$ cat config.mk
export PLATFORM = sky130hd
export DESIGN_NAME = alu_16_pipe
export DESIGN_NICKNAME = d
export VERILOG_FILES = /design/src/rtl/alu_16_pipe.sv
export SDC_FILE = /design/constraint.sdc
export NUM_CORES = 1
export LEC_CHECK = 0
export ABC_CLOCK_PERIOD_IN_PS = 4900
export CORE_MARGIN = 10
export CORE_UTILIZATION = 39
export DETAILED_ROUTE_END_ITERATION = 10
export PLACE_DENSITY = 0.65
export REMOVE_ABC_BUFFERS = 1
export SETUP_SLACK_MARGIN = 0.5
export SLEW_MARGIN = 10
export SYNTH_ARGS = -nofsm -noshare
export SYNTH_HDL_FRONTEND = slang
export SYNTH_SLANG_ARGS = --single-unit
$ cat constraint.sdc
create_clock -name clk -period 4.9 [get_ports clk]
set_clock_uncertainty 0.1 [all_clocks]
set_input_delay 0.98 -clock clk [delete_from_list [all_inputs] [get_ports clk]]
set_output_delay 0.98 -clock clk [all_outputs]
set_load 0.01 [all_outputs]
$ cat src/rtl/alu_16_pipe.sv
// Registered Hack-style ALU stage with a 2-entry output skid buffer on a valid/ready handshake.
// Define ALU_OVF_EN to add the per-entry signed-add overflow flag and the ovf port.
module alu_16_pipe #(
  parameter int WIDTH = 16,
  parameter int DEPTH = 2
) (
  input  logic             clk,
  input  logic             reset,
  input  logic             in_valid,
  output logic             in_ready,
  input  logic [WIDTH-1:0] x,
  input  logic [WIDTH-1:0] y,
  input  logic [5:0]       ctrl,
  output logic             out_valid,
  input  logic             out_ready,
  output logic [WIDTH-1:0] out,
  output logic             zr,
  output logic             ng
`ifdef ALU_OVF_EN
  ,
  output logic             ovf
`endif
);

  typedef enum logic [1:0] {
    EMPTY = 2'd0,
    ONE   = 2'd1,
    FULL  = 2'd2
  } state_t;

  localparam logic [1:0] DEPTH_L = DEPTH[1:0];

  state_t           state;
  logic [1:0]       cnt;
  logic             acc;
  logic             pop;

  logic [WIDTH-1:0] x1, x2, y1, y2, r;
  logic [WIDTH-1:0] new_res;
  logic             new_zr, new_ng;

  // Entry 0 is always the head; entry 1 only holds data in FULL.
  logic [WIDTH-1:0] res0, res1;
  logic             zr0, zr1, ng0, ng1;
`ifdef ALU_OVF_EN
  logic             new_ovf;
  logic             ovf0, ovf1;
`endif

  always_comb begin
    x1      = ctrl[5] ? '0 : x;
    x2      = ctrl[4] ? ~x1 : x1;
    y1      = ctrl[3] ? '0 : y;
    y2      = ctrl[2] ? ~y1 : y1;
    r       = ctrl[1] ? (x2 + y2) : (x2 & y2);
    new_res = ctrl[0] ? ~r : r;
    new_zr  = (new_res == '0);
    new_ng  = new_res[WIDTH-1];
  end

`ifdef ALU_OVF_EN
  assign new_ovf = ctrl[1] & (x2[WIDTH-1] == y2[WIDTH-1]) & (r[WIDTH-1] != x2[WIDTH-1]);
`endif

  assign cnt       = state;
  assign in_ready  = (cnt < DEPTH_L);
  assign out_valid = (state != EMPTY);
  assign acc       = in_valid & in_ready;
  assign pop       = out_valid & out_ready;

  always_ff @(posedge clk) begin
    if (reset) begin
      state <= EMPTY;
      res0  <= '0;
      res1  <= '0;
      zr0   <= 1'b0;
      zr1   <= 1'b0;
      ng0   <= 1'b0;
      ng1   <= 1'b0;
`ifdef ALU_OVF_EN
      ovf0  <= 1'b0;
      ovf1  <= 1'b0;
`endif
    end else begin
      case (state)
        EMPTY: begin
          if (acc) begin
            res0  <= new_res;
            zr0   <= new_zr;
            ng0   <= new_ng;
`ifdef ALU_OVF_EN
            ovf0  <= new_ovf;
`endif
            state <= ONE;
          end
        end
        ONE: begin
          if (acc && pop) begin
            res0 <= new_res;
            zr0  <= new_zr;
            ng0  <= new_ng;
`ifdef ALU_OVF_EN
            ovf0 <= new_ovf;
`endif
          end else if (acc) begin
            res1  <= new_res;
            zr1   <= new_zr;
            ng1   <= new_ng;
`ifdef ALU_OVF_EN
            ovf1  <= new_ovf;
`endif
            state <= FULL;
          end else if (pop) begin
            state <= EMPTY;
          end
        end
        FULL: begin
          if (pop) begin
            res0  <= res1;
            zr0   <= zr1;
            ng0   <= ng1;
`ifdef ALU_OVF_EN
            ovf0  <= ovf1;
`endif
            state <= ONE;
          end
        end
        default: state <= EMPTY;
      endcase
    end
  end

  // Head outputs forced to zero whenever the buffer is empty.
  assign out = out_valid ? res0 : '0;
  assign zr  = out_valid & zr0;
  assign ng  = out_valid & ng0;
`ifdef ALU_OVF_EN
  assign ovf = out_valid & ovf0;
`endif

endmodule
======== Word-level counts from Yosys, hierarchy flattened ========
Index checks and enable logic that the tools add are counted.
cells by class
  add/sub/neg operators ................... 1
  order comparisons ....................... 1
  eq/ne operators ......................... 7
  multiplexer cells ....................... 25
  bitwise gates (word level) .............. 9
  reduce and logical (&&, ||, !) cells .... 8
operators with widths
  kind                                                                    number
  16-bit 2-to-1 mux                                                       10
  16-bit NOT                                                              3
  16-bit one-hot mux with 3 select lines                                  1
  16-bit adder                                                            1
  16-bit AND                                                              1
  16-bit logical NOT                                                      1
  2-bit 2-to-1 mux                                                        5
  2-bit inequality test (second input constant)                           4
  4-bit AND reduction                                                     2
  1-bit 2-to-1 mux                                                        6
  1-bit one-hot mux with 3 select lines                                   2
  2-bit one-hot mux with 3 select lines                                   1
  1-bit AND                                                               4
  3-bit inequality test (second input constant)                           1
  3-bit AND reduction                                                     1
  3-bit nonzero test                                                      1
  2-bit by 1-bit equality test with 1-bit output (second input constant)  1
  2-bit equality test (second input constant)                             1
  2-bit logical NOT                                                       1
  2-bit < comparator (second input constant)                              1
  2-bit nonzero test                                                      1
  1-bit logical AND                                                       1
  1-bit NOT                                                               1
word-level totals
  flip-flop bits (word level) ............. 38
  bits of input ports ..................... 42
  output and inout bits ................... 20

======== Depth between registers and ports, before layout ========
Gate-level depths: netlist (run 1).
  depth after elaboration ................. 10
  mapped depth ............................ 13
  depth with buffers taken out ............ 12

======== Least setup slack after synthesis (run 1) ========
Ideal clock, no wire load.
  kind .................................... input -> register
  from .................................... input ctrl[4]
  to ...................................... register zr0
  arrival ................................. 4.100 ns
  required time ........................... 4.712 ns
  slack ................................... 0.612 ns
  stages on the path ...................... 12
  path buffers ............................ 2
  path through ............................ clkbuf_1 > buf_1 > xnor2_1 > fa_1 > a211oi_2 > o21ai_2 > a2111oi_0 > a211o_1 > nand3_2 > nor4_1 > nand3_2 > a311oi_2
between the ends
  cells in the longest elaborated chain, start to end .. 8
  elaborated cells on any way between the ends .. 10
RTL lines
  element                                     RTL line  source
  from (decl)                                 13        input logic [5:0] ctrl,
  16-bit 2-to-1 mux (*)                       52        x2 = ctrl[4] ? ~x1 : x1;
  16-bit adder or 16-bit AND (tied branches)  55        r = ctrl[1] ? (x2 + y2) : (x2 & y2);
  16-bit 2-to-1 mux (*)                       55
  16-bit NOT                                  56        new_res = ctrl[0] ? ~r : r;
  16-bit 2-to-1 mux (*)                       56
  16-bit logical NOT (*)                      57        new_zr = (new_res == '0);
  1-bit 2-to-1 mux, on equally long branches  98, 87
  1-bit one-hot mux with 3 select lines (*)   85        case (state)
  to (signal assigned)                        89        zr0 <= new_zr;
  to (signal assigned)                        100       zr0 <= new_zr;
  to (signal assigned)                        120       zr0 <= zr1;
  to (decl)                                   44        logic zr0, zr1, ng0, ng1;
Mark *: on every way between the ends. The rest lies on a longest branch, timed or not. The select of a mux whose other input is x is not followed.
A chain may end at the register's enable or synchronous reset.

======== Worst setup path in the final report (run 1) ========
  from .................................... input ctrl[5]
  to ...................................... register zr0
between the ends
  cells in the longest elaborated chain, start to end .. 10
  elaborated cells on any way between the ends .. 12
RTL lines
  element                                     RTL line  source
  16-bit 2-to-1 mux (*)                       51        x1 = ctrl[5] ? '0 : x;
  16-bit NOT                                  52
  16-bit 2-to-1 mux (*)                       52
  16-bit adder or 16-bit AND (tied branches)  55
  16-bit 2-to-1 mux (*)                       55
  16-bit NOT                                  56
  16-bit 2-to-1 mux (*)                       56
  16-bit logical NOT (*)                      57
  1-bit 2-to-1 mux, on equally long branches  98, 87
  1-bit one-hot mux with 3 select lines (*)   85
Marked as above.

==> run_results.csv, run 1 <==
group,metric,value,unit
synthesis,netlist_area,3640,sq um
synthesis,ys.flop_type,"dfxtp_1",
synthesis,syn_area_per_cell,7.57,sq um
global_routing,grt_max_degree,38,
floorplanning,die_x,117,um
clocking,numCtsBuffers,5,
finish,n_antenna_cell,0,
sta,tightest_slew,1150,ps
sta,setup_viol,0,
floorplanning,initial_core_util,39.8,%
finish,final_cell_mix,"71 x nand2_1, 61 x clkdlybuf4s50_1, 43 x xnor2_1, 37 x nand2b_1, 37 x a21oi_1",
clocking,clockBufferDepth,2,
global_routing,track_usage,12.6,%
clocking,cts_tree,"done",
global_routing,grt_pass1_wl,14700,um
finish,nNetsFinal,582,
place,gp_congestion,0.857,
sta,rsz0062_at_grt,"no",
clocking,cts_hold_buf,0,
worst_setup_path,crit_required,5000,ps
floorplanning,dieArea,13600,sq um
sta,setup_tns,0,ps
worst_setup_path,worstPathCellList,"clkdlybuf4s50_1 > buf_4 > nand2b_1 > xnor2_1 > ha_1 > o211ai_1 > o21ai_1 > a21boi_1 > or4_4 > nor4_2 > nor4b_4 > nand3_2 > a311oi_2",
job,maxCapViolCount,0,
floorplanning,core_area,9150,sq um
worst_setup_path,critPathMaxFanout,14,
synthesis,synth-edff-count,0,
floorplanning,num_io_pins,62,
worst_hold_path,min_path_type,"register to register",
clocking,h-tree-depth,2,
route,wl_per_cell,13.9,um
sta,maxSlewHeadroom,23.0,%
sta,final.min_clock_period,4100,ps
global_routing,grt_antenna_before_repair,0,
power,p_total,1.13,mW
clocking,clk_pin_slew_worst_paths,70,ps
run_status,status,"finished clean",
power,power.net_switching,413,uW
clocking,cts_root_buffer,"clkbuf_8",
power,clockPowerShare,22.5,%
synthesis,synth_cells,481,
route,via_count,3427,
finish,synthToLayoutAreaGrowth,19.7,%
floorplanning,die_h,117,um
sta,fmax,244,MHz
route,dr.first_iter.drc_count,228,
power,p_leak,1.55,nW
synthesis,ys_seq_area_share,19.8,%
route,ant_nets,0,
sta,final_max_slew_viol_count,0,
finish,layout-drive-gt1-share,7.06,%
floorplanning,row_count,35,
clocking,clkSinkCount,36,
worst_setup_path,worst-setup-path-type,"input port to register",
power,seqPwrFrac,29.1,%
finish,final_common_cell,"nand2_1",
worst_setup_path,start_kind,"input port",
route,drt_wl_total,8820,um
synthesis,yosysWarnings,0,
sta,hold_viol,0,
route,viasPerCell,5.40,
power,internal_power,714,uW
power,pwr-share-comb,48.3,%
sta,period_share,83.6,%
synthesis,ys_types,73,
power,peakVddDrop,145,uV
place,dpl.hpwl,6740,um
power,switching_share,36.7,%
place,port_buffers,61,
synthesis,async_flop_share,0,%
route,drc,0,
clocking,insertion_delay,280,ps
worst_setup_path,cpMaxStageDelayCell,"or4_4",
global_routing,grt_pass1_vias,3222,
global_routing,grt_remaining_overflow,0,
power,power_density,259,nW/um^2
worst_setup_path,end_kind,"register",
synthesis,ys_seq_elements,36,
route,first_pass_iters,4,
worst_setup_path,cp.arrival,4200,ps
worst_setup_path,critPathMaxStageDelay,550,ps
cells in the mapped netlist (all sizes together), types with 4 or more instances:
library cell  instances  area [sq um]
o211ai                9          67.6
nor2                 36           138
o21bai                4          30.0
or3                   5          32.5
nor4                  5          37.5
clkbuf               23           149
nor3                  8          40.0
a211oi                7          62.6
o21ai                12          63.8
a21oi                37           185
and3                  8          52.6
mux2i                 7          70.1
nand3b                5          37.5
nand2b               37           231
nand2                71           267
nand3                 9          55.1
nor2b                23           144
nand4                 4          25.0
buf                  11          78.8
dfxtp                36           721
a311oi               13           120
ha                   16           200
inv                   5          18.8
xnor2                43           377
critical path, delay by kind of cell:
family          cells  cell delay [ps]
compound gates      4              820
xor+xnor            1              130
fa+ha+maj           1              400
buf+inv             2              610
simple gates        5             1270
layout make-up:
cell class              instances  area, sq um
fillers                       950         4800
multi-input cells             406         2690
flip-flops and latches         36          721
clock buffers                   6         72.6
well taps                     111          139
repair buffers                 69          678
inverters                       5         18.8
clock inverters                 2         35.0
worst paths after layout:
path	depth (start not counted)	start	slack [ps]	endpoint
min	2	res1[14]$_SDFFE_PP0P_	360	res1[14]$_SDFFE_PP0P_
max reg2reg	4	cnt[0]$_SDFFE_PP0P_	2810	zr1$_SDFFE_PP0P_
max	13	ctrl[5]	800	zr0$_SDFFE_PP0P_
min reg2reg	2	res1[14]$_SDFFE_PP0P_	360	res1[14]$_SDFFE_PP0P_
power groups by stage:
| stage | registers, mW | logic (mW) | clock network (mW) |
|---|---|---|---|
| 6_report | 0.328 | 0.545 | 0.254 |
| 2_1_floorplan | 0.331 | 0.382 | 0 |
| 4_1_cts | 0.328 | 0.540 | 0.261 |
| 3_5_place_dp | 0.335 | 0.538 | 0 |
| 3_3_place_gp | 0.334 | 0.529 | 0 |
| 5_1_grt | 0.331 | 0.609 | 0.272 |
state kept, by name, summed over array words and instances, names as in the netlist:
signal,flops
zr0,1
res0,16
res1,16
cnt,2
zr1,1
what timing repair did:
| item | CTS | global route |
|---|---|---|
| setup buffers | 0 | 0 |
| endpoints found under the setup margin | 0 | 2 |
| gates resized for setup | 0 | 7 |
cells by family after synthesis:
logic type      after synthesis  share of synthesized area, %
simple gates                224                          32.5
compound gates              115                          22.7
xor+xnor                     43                          10.3
buf+inv                      39                          6.77
flops                        36                          19.8
fa+ha+maj                    17                          6.05
mux                           7                          1.93
per-layer routing:
| layer | up-vias | share of wire, % | routed length (um) | track usage, % |
|---|---|---|---|---|
| li1 | 1785 | - | - | - |
| met3 | 6 | 6.6 | 584 | 2.57 |
| met5 | - | 0 | 0 | 0 |
| met4 | 0 | 0.65 | 57 | 3.05 |
| met2 | 82 | 44 | 3920 | 20.4 |
| met1 | 1554 | 48 | 4260 | 16.6 |
stage by stage:
step / instances / setup WS (ps) / hold WS, ps / area, sq um / utilization, %
after floorplan: 447 / 1160 / 330 / 3410 / -
after global placement: 627 / 449 / 341 / 4230 / 46.2
after detailed placement: 627 / 390 / 347 / 4230 / 46.2
after CTS: 635 / 677 / 357 / 4330 / 47.3
after global routing: 635 / 544 / 373 / 4360 / 47.6
final: 635 / 801 / 357 / 4360 / 47.6
Power figures use the tool's default switching activity.
==> inputs of run 2 (changes only) <==
Settings changed: ABC_CLOCK_PERIOD_IN_PS 4900 to 4200.
Clock period 4.9 ns to 4.2 ns, I/O delays scaled along.
==> run 2 against run 1 <==
Via count up 6.8%. Sequential power up 16%. Largest cell class unchanged. Cell count up 6.3%. Sequential share of layout area down 1.6 points. Worst hold slack worse by 0.78 ps. Die area unchanged. Combinational power up 47%. Power up 27%. Critical path depth down 1. Flip-flop and latch count unchanged.
==> run_results.csv, run 2 (synthesis results as in run 1) <==
group,metric,value,unit
run_status,status,"finished clean",
finish,final_common_cell,"nand2_1",
route,via_count,3661,
worst_setup_path,cp.arrival,3680,ps
clocking,numCtsBuffers,5,
global_routing,track_usage,13.8,%
global_routing,grt_max_degree,38,
place,port_buffers,61,
sta,final_max_slew_viol_count,0,
power,p_leak,1.83,nW
global_routing,grt_remaining_overflow,0,
place,dpl.hpwl,7180,um
worst_hold_path,hold_start,"res1[11]$_SDFFE_PP0P_",
worst_setup_path,r2r_start,"cnt[1]$_SDFFE_PP0P_",
worst_setup_path,crit_required,4300,ps
worst_setup_path,r2r_setup_slack,2220,ps
place,gp_congestion,0.890,
clocking,cts_root_buffer,"clkbuf_8",
worst_hold_path,hold_depth,2,
sta,final.min_clock_period,3580,ps
floorplanning,row_count,35,
clocking,cts_tree,"done",
floorplanning,num_io_pins,62,
floorplanning,initial_core_util,39.8,%
sta,period_share,85.3,%
job,maxCapViolCount,0,
sta,rsz0062_at_grt,"no",
power,power_density,296,nW/um^2
worst_setup_path,worst-setup-path-type,"input port to register",
route,ant_nets,0,
finish,regArea,721,sq um
finish,nNetsFinal,622,
finish,finalNonFillerCells,675,
worst_setup_path,critPathMaxFanout,3,
finish,synthToLayoutAreaGrowth,32.8,%
finish,post-route-util,52.8,%
worst_setup_path,reg2reg_to,"res1[2]$_SDFFE_PP0P_",
route,first_pass_iters,4,
sta,setup_tns,0,ps
worst_setup_path,cpMaxStageDelayCell,"or4_4",
worst_setup_path,worstPathCellList,"clkdlybuf4s50_1 > nand2b_1 > xnor2_2 > ha_4 > o211ai_1 > o21ai_2 > a21oi_2 > or4_4 > nor4_4 > nor4b_4 > nand3_2 > a311oi_2",
global_routing,grt_pass1_wl,16000,um
clocking,cts_hold_buf,0,
worst_setup_path,end_kind,"register",
global_routing,grt_antenna_before_repair,0,
worst_setup_path,start_kind,"input port",
worst_setup_path,critPathMaxStageDelay,540,ps
sta,tightest_slew,1120,ps
floorplanning,die_h,117,um
route,drc,0,
finish,n_antenna_cell,0,
finish,layout-drive-gt1-share,19.9,%
clocking,clk_pin_slew_worst_paths,70,ps
clocking,insertion_delay,280,ps
route,drt_wl_total,9720,um
global_routing,grt_pass1_vias,3447,
worst_setup_path,cp_top_family,"simple AND/OR/NAND/NOR gates",
sta,fmax,279,MHz
sta,setup_viol,0,
floorplanning,core_area,9150,sq um
place,dp.cells,657,
floorplanning,die_x,117,um
clocking,h-tree-depth,2,
route,viasPerCell,5.42,
sta,hold_viol,0,
worst_setup_path,rr_worst_depth,5,
sta,maxSlewHeadroom,25.1,%
floorplanning,dieArea,13600,sq um
finish,multi_input_area,2890,sq um
clocking,clkSinkCount,36,
route,wl_per_cell,14.4,um
worst_hold_path,min_path_type,"register to register",
route,dr.first_iter.drc_count,159,
finish,final_cell_mix,"71 x nand2_1, 49 x clkdlybuf4s50_1, 42 x buf_4, 37 x nand2b_1, 37 x xnor2_1",
power,peakVddDrop,114,uV
clocking,clockBufferDepth,2,
finish,num-fill-cells,879,
worst_setup_path,worst-path-buf-inv,1,
worst_hold_path,hold_end,"res1[11]$_SDFFE_PP0P_",
-- run 2: changes by cell type in the layout (fill, tap and decap cells not counted), moves of 4 or more --
cell             change
buf_4               +36
a21oi_2              +5
dlymetal6s2s_1       +6
ha_2                 +5
clkbuf_2             +4
ha_1                 -6
xnor2_2              +6
a21oi_1              -5
xnor2_1              -6
clkdlybuf4s50_1     -12
-- run 2: worst max-delay path by stage --
stage / startpoint / to / slack [ps] / depth (start not counted)
2_1_floorplan: ctrl[5] / zr0$_SDFFE_PP0P_ / 600 / 12
3_3_place_gp: ctrl[5] / zr0$_SDFFE_PP0P_ / 30 / 14
3_5_place_dp: ctrl[5] / zr0$_SDFFE_PP0P_ / -20 / 14
4_1_cts: x[1] / zr0$_SDFFE_PP0P_ / 500 / 12
5_1_grt: ctrl[5] / zr0$_SDFFE_PP0P_ / 480 / 13
6_report: y[3] / zr0$_SDFFE_PP0P_ / 620 / 12
-- run 2: what timing repair did --
item,4_1_cts,5_1_grt
cloned,0,2
setup buffers,4,4
pin swaps,15,19
resized for setup,36,31
endpoints found under the setup margin,7,10
-- run 2: worst register-to-register path: cells and delay by family (launching register included) --
| family | cells | cell delay, ps |
|---|---|---|
| simple gates | 3 | 1050 |
| buf+inv | 1 | 140 |
| flops | 1 | 360 |
| compound gates | 1 | 250 |
-- run 2: cell type report --
type                       count  area share, %
sequential                    36           14.9
inverter                       5          0.388
clock buffer                   8           1.86
timing repair buffer         109           20.1
tap                          111           2.87
multi-input combinational    406           59.8
-- run 2: metrics by stage --
| stage | power (mW) | worst slack (ps) | hold slack [ps] | instance area (sq um) |
|---|---|---|---|---|
| 2_1_floorplan | 0.832 | 599 | 330 | 3410 |
| 3_3_place_gp | 1.07 | 30.5 | 341 | 4450 |
| 3_5_place_dp | 1.09 | -24.0 | 346 | 4450 |
| 4_1_cts | 1.40 | 503 | 358 | 4700 |
| 5_1_grt | 1.54 | 480 | 374 | 4830 |
| 6_report | 1.43 | 617 | 356 | 4830 |
-- run 2: per-layer routing --
layer,global-route usage [%],part of all wire [%],vias to the layer above,wire length (um)
li1,-,-,1878,-
met1,17.7,46,1682,4450
met2,23.5,48,92,4670
met3,1.95,5.1,9,496
met4,3.71,1.1,0,104
met5,0,0,-,0
-- run 2: power by group --
part,internal (mW),total (mW),switching [mW],leakage [nW]
Combinational,0.391,0.800,0.409,1.49
Clock,0.134,0.251,0.117,0.0455
Sequential,0.369,0.382,0.0137,0.295
Total,0.893,1.43,0.539,1.83
